==> config.mk <==
export PLATFORM = sky130hd
export DESIGN_NAME = tlb_search_arbiter
export DESIGN_NICKNAME = d
export VERILOG_FILES = /design/src/rtl/tlb_search_arbiter.sv
export SDC_FILE = /design/constraint.sdc
export NUM_CORES = 1
export LEC_CHECK = 0
export BUFFER_PORTS_ARGS = -buffer_cell sky130_fd_sc_hd__buf_2
export CORE_MARGIN = 1
export CORE_UTILIZATION = 38
export CTS_CLUSTER_SIZE = 25
export DETAILED_ROUTE_END_ITERATION = 10
export PLACE_DENSITY = 0.81
export SLEW_MARGIN = 10
export SYNTH_ARGS = -nofsm -noshare
export SYNTH_HDL_FRONTEND = slang
export SYNTH_SLANG_ARGS = --single-unit
==> constraint.sdc <==
create_clock -name clk_i -period 1.9 [get_ports clk_i]
set_input_delay 0.19 -clock clk_i [delete_from_list [all_inputs] [get_ports clk_i]]
set_output_delay 0.19 -clock clk_i [all_outputs]
set_load 0.05 [all_outputs]
==> src/rtl/tlb_search_arbiter.sv <==
// Shares one TLB search port among tlbp > data > inst (starved inst overrides data); result registered to winner 1 cycle later.
// Backpressure: a requester holds req/key until its combinational gnt. Optional TLB_ARB_PERF_EN adds perf counters.
module tlb_search_arbiter #(
  parameter int TLBNUM       = 16,
  parameter int STARVE_LIMIT = 4,
  localparam int IW          = $clog2(TLBNUM)
) (
  input  logic          clk_i,
  input  logic          rst_i,
  input  logic          flush_i,
  input  logic          inst_req_i,
  input  logic [18:0]   inst_vpn_i,
  input  logic          inst_odd_i,
  input  logic [7:0]    inst_asid_i,
  output logic          inst_gnt_o,
  output logic          inst_rvalid_o,
  input  logic          data_req_i,
  input  logic [18:0]   data_vpn_i,
  input  logic          data_odd_i,
  input  logic [7:0]    data_asid_i,
  output logic          data_gnt_o,
  output logic          data_rvalid_o,
  input  logic          tlbp_req_i,
  input  logic [18:0]   tlbp_vpn_i,
  input  logic          tlbp_odd_i,
  input  logic [7:0]    tlbp_asid_i,
  output logic          tlbp_gnt_o,
  output logic          tlbp_rvalid_o,
  output logic          r_found_o,
  output logic [IW-1:0] r_index_o,
  output logic [19:0]   r_pfn_o,
  output logic [2:0]    r_c_o,
  output logic          r_d_o,
  output logic          r_v_o,
  output logic [18:0]   s_vpn_o,
  output logic          s_odd_o,
  output logic [7:0]    s_asid_o,
  input  logic          s_found_i,
  input  logic [IW-1:0] s_index_i,
  input  logic [19:0]   s_pfn_i,
  input  logic [2:0]    s_c_i,
  input  logic          s_d_i,
  input  logic          s_v_i
`ifdef TLB_ARB_PERF_EN
  ,
  output logic [31:0]   perf_conflict_o,
  output logic [31:0]   perf_starve_o
`endif
);

  typedef struct packed {
    logic          found;
    logic [IW-1:0] index;
    logic [19:0]   pfn;
    logic [2:0]    c;
    logic          d;
    logic          v;
  } res_t;

  logic [3:0] starve_q, starve_d;
  logic       inst_rv_q, data_rv_q, tlbp_rv_q;
  res_t       res_q;
  logic       inst_ok, inst_over, any_gnt;

  assign inst_ok   = inst_req_i & ~flush_i & ~rst_i;
  assign inst_over = (starve_q == 4'(STARVE_LIMIT));
  assign any_gnt   = inst_gnt_o | data_gnt_o | tlbp_gnt_o;

  always_comb begin
    tlbp_gnt_o = 1'b0;
    data_gnt_o = 1'b0;
    inst_gnt_o = 1'b0;
    if (!rst_i) begin
      if (tlbp_req_i)                          tlbp_gnt_o = 1'b1;
      else if (data_req_i && !(inst_ok && inst_over)) data_gnt_o = 1'b1;
      else if (inst_ok)                        inst_gnt_o = 1'b1;
    end
  end

  always_comb begin
    s_vpn_o  = '0;
    s_odd_o  = 1'b0;
    s_asid_o = '0;
    if (tlbp_gnt_o) begin
      s_vpn_o = tlbp_vpn_i; s_odd_o = tlbp_odd_i; s_asid_o = tlbp_asid_i;
    end else if (data_gnt_o) begin
      s_vpn_o = data_vpn_i; s_odd_o = data_odd_i; s_asid_o = data_asid_i;
    end else if (inst_gnt_o) begin
      s_vpn_o = inst_vpn_i; s_odd_o = inst_odd_i; s_asid_o = inst_asid_i;
    end
  end

  // Counts consecutive cycles a live inst request lost arbitration.
  always_comb begin
    starve_d = starve_q;
    if (flush_i || !inst_req_i || inst_gnt_o) starve_d = 4'd0;
    else if (!inst_over)                      starve_d = starve_q + 4'd1;
  end

  always_ff @(posedge clk_i) begin
    if (rst_i) begin
      starve_q  <= 4'd0;
      inst_rv_q <= 1'b0;
      data_rv_q <= 1'b0;
      tlbp_rv_q <= 1'b0;
      res_q     <= '0;
    end else begin
      starve_q  <= starve_d;
      inst_rv_q <= inst_gnt_o;
      data_rv_q <= data_gnt_o;
      tlbp_rv_q <= tlbp_gnt_o;
      if (any_gnt) res_q <= '{s_found_i, s_index_i, s_pfn_i, s_c_i, s_d_i, s_v_i};
    end
  end

  // Outputs are masked during reset so a mid-flight result never escapes.
  assign inst_rvalid_o = inst_rv_q & ~flush_i & ~rst_i;
  assign data_rvalid_o = data_rv_q & ~rst_i;
  assign tlbp_rvalid_o = tlbp_rv_q & ~rst_i;
  assign r_found_o = res_q.found & ~rst_i;
  assign r_index_o = rst_i ? '0 : res_q.index;
  assign r_pfn_o   = rst_i ? '0 : res_q.pfn;
  assign r_c_o     = rst_i ? '0 : res_q.c;
  assign r_d_o     = res_q.d & ~rst_i;
  assign r_v_o     = res_q.v & ~rst_i;

`ifdef TLB_ARB_PERF_EN
  logic [31:0] perf_conflict_q, perf_starve_q;
  logic        conflict, starve_fire;

  assign conflict    = (inst_req_i & data_req_i) | (inst_req_i & tlbp_req_i) | (data_req_i & tlbp_req_i);
  assign starve_fire = inst_gnt_o & data_req_i & inst_over;

  always_ff @(posedge clk_i) begin
    if (rst_i) begin
      perf_conflict_q <= 32'd0;
      perf_starve_q   <= 32'd0;
    end else begin
      if (conflict)    perf_conflict_q <= perf_conflict_q + 32'd1;
      if (starve_fire) perf_starve_q   <= perf_starve_q + 32'd1;
    end
  end

  assign perf_conflict_o = perf_conflict_q;
  assign perf_starve_o   = perf_starve_q;
`endif

endmodule

==> impl_metrics.py, run 1 <==
metrics = {
    "placement": {
        "gp_congestion": 0.830,
        "dp_slack_ns": -0.0210,
        "port-buffer-count": 183,
        "dp_hpwl_um": 5430,
        "dp.cells": 506,
    },
    "finish": {
        "regArea_um2": 743,
        "area_delta_synth_final_pct": 65.9,
        "final_nets": 572,
        "layout-drive-gt1-share_pct": 51.8,
        "fin_cells": 520,
        "multi_input_area_um2": 1340,
        "fillers": 458,
        "diodes": 0,
    },
    "detailed_routing": {
        "drc_errors": 0,
        "firstDrtPassIters": 4,
        "viasPerCell": 4.96,
        "ant_nets": 0,
        "vias": 2578,
        "route.detailed.wl_per_inst_um": 14.9,
        "drt_iter0_drc": 71,
        "wirelength_um": 7760,
    },
    "timing": {
        "setup_violations": 28,
        "setup_tns_ns": -2.91,
        "worst_slew_pin_slew_ns": 1.05,
        "fin_hold_ws_ns": 0.130,
        "slew_headroom_pct": 29.9,
        "fin_crit_ns": 2.06,
        "hold_viol_final": 0,
        "rsz0062_at_grt": "true",
        "finalClockSkew_ns": 0.00238,
        "setup_slack_ns": -0.162,
        "report.final.slew_viol_count": 0,
        "period_share_pct": 109,
        "fmax_mhz": 485,
    },
    "logic_synthesis": {
        "synthTopCellsByArea": "dfxtp_1 (35%), a221o_1 (13%), nand2_1 (11%)",
        "synth_seq_cells": 37,
        "seq_area_frac_synth_pct": 35.3,
        "synth-edff-count": 0,
        "avgSynthCellArea_um2": 7.80,
        "ys_async_sr_fraction_pct": 0,
        "synth_largest_area_cell": "dfxtp_1",
        "synth_area_um2": 2100,
        "ys_warn_count": 0,
        "synth_top_area_share_pct": 35.3,
        "synth_ff_type": "dfxtp_1",
        "synth_nets": 391,
        "synth_cell_types": 24,
        "syn_inst": 269,
    },
    "power_and_ir_drop": {
        "p_clk_share_pct": 25.1,
        "leakage_nw": 1.72,
        "power_switching_uw": 729,
        "intPower_mw": 1.36,
        "peakVddDrop_mv": 0.555,
        "p_per_area_nw_per_um2": 599,
        "p_comb_share_pct": 35.1,
        "seqPwrFrac_pct": 39.9,
        "power_mw": 2.09,
        "swShare_pct": 34.9,
    },
    "setup_path": {
        "cp-end-kind": "output pin",
        "cp_top_family": "simple AND/OR/NAND/NOR gates",
        "reg2reg_slack_ns": 0.17,
        "cp.arrival_ns": 1.87,
        "cp_cell_sequence": "inv_2 > ha_4 > nand3b_4 > nand2b_4 > and3_4 > a221o_1 > buf_6",
        "regToRegEndpoint": "starve_q[2]",
        "crit_fanout": 8,
        "ff2ff_path_depth": 8,
        "crit_slowest_cell": "a221o_1",
        "path_class": "flip-flop to output pin",
        "max_stage_delay_ns": 0.39,
        "crit_start": "starve_q[0]",
        "r2r-start": "starve_q[0]",
        "crit_cells": 7,
        "endpoint": "s_vpn_o[17]",
        "crit_buf_inv": 2,
        "start_kind": "flip-flop",
        "cp.required_ns": 1.71,
    },
    "flow_run": {
        "drv_cap": 0,
    },
    "grt": {
        "grt_overflow_total": 0,
        "track_usage_pct": 26.6,
        "grt_max_degree": 44,
        "antenna_found_initial": 0,
        "grt_pass1_wl_um": 12300,
        "grt_pass1_vias": 2615,
    },
    "clock_tree": {
        "clkTransAtPathRegs_ns": 0.07,
        "htreeDepth": 2,
        "worstSkewPairLatency_ns": 0.29,
        "clk_path_buf_depth": 2,
        "cts_root_buf": "clkbuf_8",
        "cts_tree": "built",
        "numCtsBuffers": 5,
        "clock-sinks": 37,
    },
    "status": {
        "violations": "negative setup slack",
        "status": "complete, but fails checks",
    },
    "die": {
        "dieArea_um2": 5830,
        "die_x_um": 76.3,
        "start_util_pct": 40.3,
        "num_rows": 26,
        "ioPinCount": 184,
        "core_um2": 5200,
        "die_h_um": 76.3,
    },
    "hold_path": {
        "hp-class": "primary input to flip-flop",
    },
}
## what timing repair did
| item | 4_1_cts | 5_1_grt |
|---|---|---|
| setup buffers | 3 | 0 |
| pin swaps | 13 | 3 |
| resized for setup | 68 | 1 |
| endpoints found under the setup margin | 30 | 29 |
| hold buffers | 0 | 0 |
| cloned | 4 | 0 |
## tightest hold or removal path: stages
cell and delay [ns]:
buf_2 0.10, nand2_1 0.05, a21oi_1 0.05
## cells by family after synthesis
group | after synthesis | share of synthesized area, %
xor gates and xnor gates | 2 | 0.834
buffers and inverters | 25 | 5.60
AOI/OAI and AO/OA | 66 | 22.7
DFF | 37 | 35.3
adders and majority gates | 2 | 1.19
and+or+nand+nor | 137 | 34.4
## placed cells by master (no fill, tap or decap), types with 2 or more instances in the layout
master	synthesis	routed
a221o_2	0	19
buf_4	0	8
buf_6	2	26
buf_8	0	3
a21oi_1	36	35
xnor2_1	2	2
buf_2	7	154
dfxtp_2	0	2
dfxtp_1	37	35
nand2_1	61	61
and2_1	28	28
and3_4	1	4
clkbuf_8	0	5
inv_2	0	2
nor2b_1	34	34
a221o_1	28	9
nor2_1	5	4
## cell type report
class	instances	area share (%)
clock buffer	6	2.08
clock inverter	1	0.251
inverter	3	0.323
multi-input combinational	210	38.6
sequential	37	21.3
tap	70	2.51
timing repair buffer	193	34.9
## registers in the layout (all words and copies together), names as in the netlist
| name | cells |
|---|---|
| res_q | 30 |
| starve_q | 4 |
| data_rv_q | 1 |
| inst_rv_q | 1 |
| tlbp_rv_q | 1 |
## cells in the mapped netlist (2+ instances only)
master / count
nor2b_1: 34
a21oi_1: 36
nor2_1: 5
a221o_1: 28
dfxtp_1: 37
inv_1: 3
xnor2_1: 2
clkbuf_1: 13
ha_1: 2
buf_2: 7
nand2_1: 61
and2_1: 28
buf_6: 2
## worst min-delay path by stage
stage / end / cells past startpoint / startpoint / slack [ns]
finish: res_q[19] / 3 / s_pfn_i[14] / 0.13
CTS: res_q[6] / 3 / s_pfn_i[1] / 0.12
global route: res_q[2] / 3 / s_c_i[0] / 0.12
floorplan: inst_rv_q / 1 / data_req_i / 0.28
detailed placement: res_q[6] / 3 / s_pfn_i[1] / 0.44
global placement: res_q[20] / 3 / s_pfn_i[15] / 0.43
## power by group through the flow
stage	Clock [mW]	Combinational (mW)	Sequential, mW
finish	0.523	0.731	0.832
floorplan	0	0.433	0.845
detailed placement	0	0.650	0.850
global route	0.563	0.774	0.837
CTS	0.536	0.730	0.832
global placement	0	0.642	0.848
## stage by stage
step	util (%)	instance area, um^2
final	66.9	3480
after global routing	66.9	3480
after CTS	66.9	3480
after detailed placement	59.7	3110
after global placement	59.7	3110
after floorplan	-	2140
## routing by layer
layer | vias up | global-route usage (%) | wire (um)
li1 | 1288 | - | -
met1 | 1132 | 27.9 | 2990
met2 | 135 | 47.1 | 3790
met3 | 23 | 8.86 | 698
met4 | 0 | 13.3 | 280
met5 | - | 0 | 0
(Power assumes the default switching activity.)
==> run 2: changes to the inputs <==
- BUFFER_PORTS_ARGS: -buffer_cell sky130_fd_sc_hd__buf_2 -> not set
- DONT_BUFFER_PORTS: not set -> 1
- PLACE_DENSITY: 0.81 -> not set
==> run 2 against run 1 <==
  * The flow still finishes with violations (negative setup slack)
  * Register-to-register slack improved by 0.03 ns
  * Via count shrank 17%
  * Total power increased by 1.2%
  * Critical path depth unchanged
  * Cell count fell by 25%
  * Count of clock-buffer cells in the layout unchanged
  * Sequential share of layout area is 3.6 points higher
  * Worst hold slack worse by 0.10 ns
  * Largest cell class unchanged
  * Highest routed layer unchanged
==> impl_metrics.py, run 2 (synthesis gave the netlist of run 1 again) <==
metrics = {
    "clock_tree": {
        "numCtsBuffers": 5,
        "worstSkewPairLatency_ns": 0.28,
        "clock-sinks": 37,
        "clkTransAtPathRegs_ns": 0.08,
        "cts_tree": "built",
        "htreeDepth": 2,
        "clk_path_buf_depth": 2,
        "cts_root_buf": "clkbuf_8",
    },
    "detailed_routing": {
        "drt_iter0_drc": 77,
        "dr_wl_met3_um": 504,
        "dr_wl_met2_um": 3720,
        "top_layer_used": "met4",
        "firstDrtPassIters": 4,
        "viasPerCell": 5.52,
        "wl_met1_um": 2790,
        "ant_nets": 0,
        "wirelength_um": 7120,
        "drc_errors": 0,
        "vias": 2140,
        "route.detailed.wl_per_inst_um": 18.4,
    },
    "timing": {
        "fin_crit_ns": 2.02,
        "setup_tns_ns": -2.63,
        "setup_violations": 28,
        "hold_viol_final": 0,
        "finalClockSkew_ns": 0.000293,
        "rsz0062_at_grt": "true",
        "period_share_pct": 106,
        "report.final.slew_viol_count": 0,
        "setup_slack_ns": -0.120,
        "fmax_mhz": 495,
        "slew_headroom_pct": 61.1,
        "fin_hold_ws_ns": 0.0306,
        "worst_slew_pin_slew_ns": 0.584,
    },
    "finish": {
        "area_delta_synth_final_pct": 42.1,
        "regMostFlops": "res_q",
        "utilization_pct": 57.3,
        "final_nets": 439,
        "multi_input_area_um2": 1360,
        "largestRegisters": "res_q (30), starve_q (4)",
        "layout_common_cells": "nand2_1 (61), buf_4 (42), a21oi_1 (35), dfxtp_1 (35), nor2b_1 (33)",
        "fillers": 489,
        "regArea_um2": 743,
        "fin_area_um2": 2980,
        "diodes": 0,
        "largest_register_ffs": 30,
        "layout_commonest_cell": "nand2_1",
        "layout-drive-gt1-share_pct": 31.4,
    },
    "setup_path": {
        "regToRegEndpoint": "starve_q[1]",
        "crit_slowest_cell": "a221o_2",
        "r2r-start": "starve_q[1]",
        "max_stage_delay_ns": 0.39,
        "path_class": "flip-flop to output pin",
        "start_kind": "flip-flop",
        "cp.arrival_ns": 1.83,
        "cp-end-kind": "output pin",
        "reg2reg_slack_ns": 0.20,
        "crit_fanout": 8,
        "cp.required_ns": 1.71,
        "cp_cell_sequence": "inv_2 > ha_4 > nand3b_4 > nand2b_4 > and3_4 > a221o_2 > buf_12",
        "ff2ff_path_depth": 8,
    },
    "die": {
        "dieArea_um2": 5830,
        "start_util_pct": 40.3,
        "core_um2": 5200,
        "num_rows": 26,
        "die_x_um": 76.3,
        "ioPinCount": 184,
        "die_h_um": 76.3,
    },
    "hold_path": {
        "hp-class": "primary input to flip-flop",
        "worstHoldEndpoint": "res_q[21]",
        "worstHoldStart": "s_pfn_i[16]",
        "whs_path_depth": 2,
    },
    "status": {
        "status": "complete, but fails checks",
        "violations": "negative setup slack",
    },
    "power_and_ir_drop": {
        "peakVddDrop_mv": 0.615,
        "leakage_nw": 1.22,
        "power_mw": 2.11,
        "p_per_area_nw_per_um2": 708,
    },
    "grt": {
        "track_usage_pct": 23.6,
        "grt_overflow_total": 0,
        "antenna_found_initial": 0,
        "grt_pass1_wl_um": 10900,
        "grt_pass1_vias": 2074,
        "grt_max_degree": 39,
    },
    "placement": {
        "post_dp_cell_area_um2": 2740,
        "port-buffer-count": 0,
        "gp_congestion": 0.774,
        "dp_hpwl_um": 5020,
    },
    "flow_run": {
        "drv_cap": 0,
    },
}
==> run 2: cell types whose count changed in the layout (fill, tap and decap cells not counted), moves of 14 or more <==
| cell | change |
|---|---|
| buf_2 | -153 |
| buf_12 | +14 |
| buf_6 | -25 |
| buf_4 | +34 |
==> run 2: per-stage QoR <==
stage                     std cells  setup WS (ns)
after floorplan                 269        0.00895
after detailed placement        372         0.0474
after global placement          372         0.0979
after global routing            388         -0.189
final                           388         -0.120
after CTS                       386         -0.137
==> run 2: repair_timing <==
action | in CTS | in global routing
endpoints found under the hold margin | 32 | 0
hold buffers | 2 | 0
buffers inserted | 2 | 1
setup endpoints to repair | 29 | 28
resized for setup | 8 | 0
pin swaps | 11 | 3
gates cloned | 2 | 1
==> run 2: critical path, delay by kind of cell (launching register included) <==
kind	cells	cell delay [ns]
buffers and inverters	2	0.23
flip-flops	1	0.33
AO/OA/AOI/OAI	1	0.39
AND/OR/NAND/NOR	3	0.44
adder cells (fa/ha/maj)	1	0.15
==> run 2: power breakdown <==
group          internal, mW  switching, mW
clock                 0.394          0.281
sequential            0.815         0.0156
combinational         0.224          0.382
total                  1.43          0.679
==> run 2: layer usage <==
layer  up-vias  GRT usage [%]
met4         0           5.96
met2        96           44.3
li1       1018              -
met1      1015           25.4
met5         -              0
met3        11           7.19
==> run 2: layout make-up <==
| type | count | area share [%] |
|---|---|---|
| multi-input combinational | 209 | 45.7 |
| inverter | 3 | 0.378 |
| timing repair buffer | 61 | 22.4 |
| clock inverter | 2 | 1.30 |
| clock buffer | 6 | 2.43 |
| sequential | 37 | 24.9 |
| tap | 70 | 2.94 |
==> run 2: worst max path at each step <==
stage                        endpoint  slack [ns]         from  cells past startpoint
after floorplan           s_asid_o[3]       0.009  starve_q[0]                      8
after global placement    s_vpn_o[15]         0.1  starve_q[0]                      7
after detailed placement  s_vpn_o[16]        0.05  starve_q[0]                      7
after CTS                  s_vpn_o[7]       -0.14  starve_q[1]                      7
after global routing      s_asid_o[7]       -0.19  starve_q[1]                      8
final                      s_vpn_o[7]       -0.12  starve_q[1]                      7
